[src/rtl/pc_ir_unit.sv]
`default_nettype none
// ============================================================================
// Module   : pc_ir_unit
// Purpose  : PC, instruction register, ALUOut and MDR datapath registers for
//            a multicycle MIPS core. Optional perf counters: PC_IR_PERF_CNT_EN.
// Revision : 1.0  initial release
// ============================================================================
module pc_ir_unit #(
   parameter int               WIDTH    = 32,
   parameter logic [WIDTH-1:0] RESET_PC = 32'h0000_0000
) (
   input  logic             clk,
   input  logic             rst,
   input  logic             PCWrite,
   input  logic             BEQ,
   input  logic             BNE,
   input  logic             IRWrite,
   input  logic [1:0]       PCSrc,
   input  logic             Zero,
   input  logic [WIDTH-1:0] ALUResult,
   input  logic [WIDTH-1:0] MemRdData,
   output logic [WIDTH-1:0] PC,
   output logic [WIDTH-1:0] Instr,
   output logic [5:0]       Opcode,
   output logic [5:0]       Funct,
   output logic [4:0]       Rs,
   output logic [4:0]       Rt,
   output logic [4:0]       Rd,
   output logic [WIDTH-1:0] SignImm,
   output logic [WIDTH-1:0] ALUOut,
   output logic [WIDTH-1:0] MDR,
   output logic             PCEn,
   output logic [1:0]       Fault,
   output logic [31:0]      InstrCount,
   output logic [31:0]      BranchCount
);

   localparam logic [1:0] c_src_alu      = 2'b00;
   localparam logic [1:0] c_src_aluout   = 2'b01;
   localparam logic [1:0] c_src_jump     = 2'b10;
   localparam logic [1:0] c_src_reserved = 2'b11;

   // MIPS field slicing below hard-codes 32-bit instruction positions.
   generate
      if (WIDTH != 32) begin : g_width_check
         $error("pc_ir_unit supports WIDTH == 32 only");
      end
   endgenerate

   logic [WIDTH-1:0] pc_reg;
   logic [WIDTH-1:0] ir_reg;
   logic [WIDTH-1:0] alu_out_reg;
   logic [WIDTH-1:0] mdr_reg;
   logic [1:0]       fault_reg;

   logic             conflict;
   logic             br_taken;
   logic             pc_en;
   logic [WIDTH-1:0] pc_next;
   logic [WIDTH-1:0] jump_target;

   assign conflict    = BEQ & BNE;
   assign br_taken    = ~conflict & ((BEQ & Zero) | (BNE & ~Zero));
   assign pc_en       = (PCWrite | br_taken) & (PCSrc != c_src_reserved);
   assign jump_target = {pc_reg[WIDTH-1:WIDTH-4], ir_reg[25:0], 2'b00};

   always_comb begin
      pc_next = pc_reg;
      case (PCSrc)
         c_src_alu:    pc_next = ALUResult;
         c_src_aluout: pc_next = alu_out_reg;
         c_src_jump:   pc_next = jump_target;
         default:      pc_next = pc_reg;
      endcase
   end

   // PC write always forces word alignment; a misaligned source is flagged.
   always_ff @(posedge clk or negedge rst) begin
      if (!rst) begin
         pc_reg    <= RESET_PC;
         fault_reg <= 2'b00;
      end else begin
         if (pc_en) begin
            pc_reg <= {pc_next[WIDTH-1:2], 2'b00};
            if (pc_next[1:0] != 2'b00) begin
               fault_reg[0] <= 1'b1;
            end
         end
         if (conflict) begin
            fault_reg[1] <= 1'b1;
         end
      end
   end

   always_ff @(posedge clk or negedge rst) begin
      if (!rst) begin
         ir_reg      <= '0;
         alu_out_reg <= '0;
         mdr_reg     <= '0;
      end else begin
         if (IRWrite) begin
            ir_reg <= MemRdData;
         end
         alu_out_reg <= ALUResult;
         mdr_reg     <= MemRdData;
      end
   end

`ifdef PC_IR_PERF_CNT_EN
   logic [31:0] instr_cnt;
   logic [31:0] branch_cnt;

   always_ff @(posedge clk or negedge rst) begin
      if (!rst) begin
         instr_cnt  <= '0;
         branch_cnt <= '0;
      end else begin
         if (IRWrite) begin
            instr_cnt <= instr_cnt + 32'd1;
         end
         if (br_taken & pc_en) begin
            branch_cnt <= branch_cnt + 32'd1;
         end
      end
   end

   assign InstrCount  = instr_cnt;
   assign BranchCount = branch_cnt;
`else
   assign InstrCount  = '0;
   assign BranchCount = '0;
`endif

   assign PC      = pc_reg;
   assign Instr   = ir_reg;
   assign ALUOut  = alu_out_reg;
   assign MDR     = mdr_reg;
   assign PCEn    = pc_en;
   assign Fault   = fault_reg;

   assign Opcode  = ir_reg[31:26];
   assign Rs      = ir_reg[25:21];
   assign Rt      = ir_reg[20:16];
   assign Rd      = ir_reg[15:11];
   assign Funct   = ir_reg[5:0];
   assign SignImm = {{(WIDTH-16){ir_reg[15]}}, ir_reg[15:0]};

endmodule
`default_nettype wire
[config.mk]
export PLATFORM = sky130hd
export DESIGN_NAME = pc_ir_unit
export DESIGN_NICKNAME = d
export VERILOG_FILES = /design/src/rtl/pc_ir_unit.sv
export SDC_FILE = /design/constraint.sdc
export NUM_CORES = 1
export LEC_CHECK = 0
export BUFFER_PORTS_ARGS = -buffer_cell sky130_fd_sc_hd__buf_2
export CELL_PAD_IN_SITES_DETAIL_PLACEMENT = 0
export CELL_PAD_IN_SITES_GLOBAL_PLACEMENT = 1
export CORE_UTILIZATION = 33
export DETAILED_ROUTE_END_ITERATION = 12
export HOLD_SLACK_MARGIN = 0.08
export PLACE_DENSITY_LB_ADDON = 0.1
export SLEW_MARGIN = 0
export SYNTH_ARGS = -nofsm -noshare
export SYNTH_HDL_FRONTEND = slang
export SYNTH_SLANG_ARGS = --single-unit
[constraint.sdc]
create_clock -name clk -period 1.9 [get_ports clk]
set_input_delay 0.285 -clock clk [delete_from_list [all_inputs] [get_ports clk]]
set_output_delay 0.285 -clock clk [all_outputs]
set_load 0.005 [all_outputs]
==> out/metrics.cfg <==
[status]
status = completed

[routing]
dr.pass1.iters = 4
drc = 0
drt_iter0_markers = 92
totalWireLength_mm = 14.27
antenna_left = 0
via_count = 3798
wire_per_inst_um = 15.61
viasPerCell = 4.155

[setup_path]
rrSetupSlack_ps = 710
crit_family = buffers and inverters
critPathMostFrequentCell = buf_2
critPathLaunchType = primary input
r2r_end = PC[17]$_DFFE_PN0P_
cp.buffers_inverters = 3
cp-end-kind = output port
critPathMaxStageDelay_ps = 410
worstSetupPathType = primary input to output port
crit_fanout = 16
arrival_ps = 1470
r2r_start = Instr[15]$_DFFE_PN0P_
reg2regPathDepth = 3
cp.required_ps = 1620
worst_path_max_delay_cell = or3b_4
crit_chain = buf_2 -> or3b_4 -> a32oi_4 -> buf_12 -> buf_2

[cts]
clk_latency_ps = 410
cts_resized = 0
cts_made_buffers = 17
cts-htree-levels = 4
clock_sinks = 128
root_buffer = clkbuf_16
clk_pin_slew_worst_paths_ps = 50
cts_tree = built
postCtsSetupRepairBufs = 0
cts.path.max_buffers = 2

[yosys]
synth_warnings = 0
synth_area_um2 = 5649
ys_types = 22
ys_ff_latch = 128
synth_top_area_share_pct = 56.70
yosysSeqAreaShare_pct = 56.70
syn_inst = 404
syn_avg_cell_area_um2 = 13.98
synthTopCellsByArea = dfrtp_1 (57%), buf_4 (17%), mux2_2 (8.8%), mux2i_1 (5.3%), mux2_4 (4.8%)
synth_largest_area_cell = dfrtp_1

[global_route]
antenna_found_initial = 2
grt_pass1_vias = 3892
grt_pass1_wl_mm = 21.87
grt_start_max_net_pins = 48
grt-ovfl-total = 0
grt_use_total_pct = 16.46

[hold_path]
hold_path_class = primary input to flip-flop
worstHoldPathCells = 2
hold_start = BNE
whs_endpoint = Fault[1]$_DFFE_PN0P_

[placed_design]
dp.cells = 818
placed_area_um2 = 6573
dp_slack_ps = -57.59
dp_hpwl_mm = 9.929
gp_congestion = 0.6768
io_buffer_count = 260

[sta]
timing.slew.headroom_pct = 28.69
maxSlewViolCount = 0
fin_crit_ps = 1760
finalSetupViolCount = 0
hold_viol = 0
rsz0062_at_grt = no
fin_skew_ps = 8.832
fin_ws_ps = 140.3
fin_crit_sh_pct = 92.62
max_freq_ghz = 0.5683
worst_slew_pin_slew_ps = 1065
hold_slack_ps = 112.8

[floorplan]
die-height_um = 132.8
die_w_um = 132.8
rows = 47
core_um2 = 16640
start_util_pct = 33.94
ios = 327
dieArea_um2 = 17650

[cells_and_area]
antennaDiodeCount = 0
syn_to_final_growth_pct = 39.20
stdcell_count = 914
num-nets-final = 755
fill_cells = 1564
stdcell_area_um2 = 7864
drive_above_1_share_pct = 52.74

[job]
max-cap-violations = 0

[power]
power_density_nw_per_um2 = 998.3
leakagePower_nw = 3.998
peakVddDrop_mv = 0.6294
power.total_mw = 7.851

-- cell families (layout without fill, tap and decap cells) --
| kind of cell | after synthesis | in the layout | synth area share (%) |
|---|---|---|---|
| mux | 92 | 92 | 18.87 |
| buf+inv | 143 | 368 | 18.45 |
| simple gates | 9 | 9 | 0.8638 |
| flops | 128 | 128 | 56.70 |
| compound gates | 31 | 31 | 5.050 |
| other cells | 1 | 66 | 0.06638 |
-- report_power, final --
part	total, mW	switching, mW	internal [mW]	leakage, nW
registers	3.14	0.166	2.98	1.51
clock network	3.52	1.19	2.33	0.306
logic	1.19	0.519	0.671	2.18
total	7.85	1.87	5.98	4.00
-- layout by cell type, fill, tap and decap left out, types with 2 or more instances in the layout --
master / n
buf_2: 259
dfrtp_1: 128
conb_1: 66
dlygate4sd3_1: 65
mux2_2: 44
mux2i_1: 30
o2bb2ai_1: 26
mux2_4: 18
clkbuf_16: 17
buf_4: 7
nor2_1: 5
clkbuf_8: 4
bufinv_16: 4
buf_12: 4
clkbuf_1: 2
clkinv_4: 2
clkinvlp_4: 2
-- sequential cells by signal, summed over array words and instances (netlist names) --
signal,cells
Instr,32
Fault,2
ALUOut,32
MDR,32
PC,30
-- how the worst max path moves through the flow --
stage	start	to	slack [ps]	cells past startpoint
2_1_floorplan	BEQ	PC[10]$_DFFE_PN0P_	170	4
3_3_place_gp	PCSrc[1]	PC[22]$_DFFE_PN0P_	30	5
3_5_place_dp	PCSrc[1]	PC[2]$_DFFE_PN0P_	-60	5
4_1_cts	BEQ	PCEn	120	5
5_1_grt	BEQ	PCEn	90	5
6_report	BEQ	PCEn	140	5
-- synthesized netlist by cell type --
cell type	count
dfrtp_1	128
buf_4	125
mux2_2	44
mux2i_1	30
o2bb2ai_1	26
mux2_4	18
buf_1	6
clkbuf_1	6
nor2_1	5
buf_2	3
buf_12	2
a211oi_1	1
a21o_1	1
a21o_2	1
a31oi_1	1
a32oi_4	1
conb_1	1
inv_1	1
nand3b_1	1
nor2b_1	1
nor3_1	1
or3b_4	1
-- cell type report --
class / instances / area (um^2) / share of cell area, %
Clock buffer: 23 / 488.0 / 6.205
Clock inverter: 8 / 152.6 / 1.941
Inverter: 1 / 3.754 / 0.04773
Multi-Input combinational cell: 198 / 1650 / 20.99
Sequential cell: 128 / 3203 / 40.73
Tap cell: 220 / 275.3 / 3.500
Timing Repair Buffer: 336 / 2091 / 26.59
-- routing by layer --
metal | global-route usage (%) | up-vias | share of wire [%] | wire (um)
met2 | 28.45 | 186 | 52 | 7366
met4 | 5.747 | 4 | 1.2 | 176
met3 | 5.747 | 19 | 7.4 | 1057
met5 | 0 | - | 0.20 | 29
met1 | 18.78 | 1825 | 40 | 5636
li1 | - | 1764 | - | -
-- metrics by stage --
stage               TNS [ps]  util (%)
floorplan                  0         -
global placement           0     39.49
detailed placement    -208.6     39.49
CTS                        0     47.25
global route               0     47.25
finish                     0     47.25
-- timing repair --
item,in CTS,in global routing
hold endpoints to repair,109,0
hold buffers,65,0
setup endpoints to repair,0,0
Note: power is estimated with default switching activity, not from simulation.
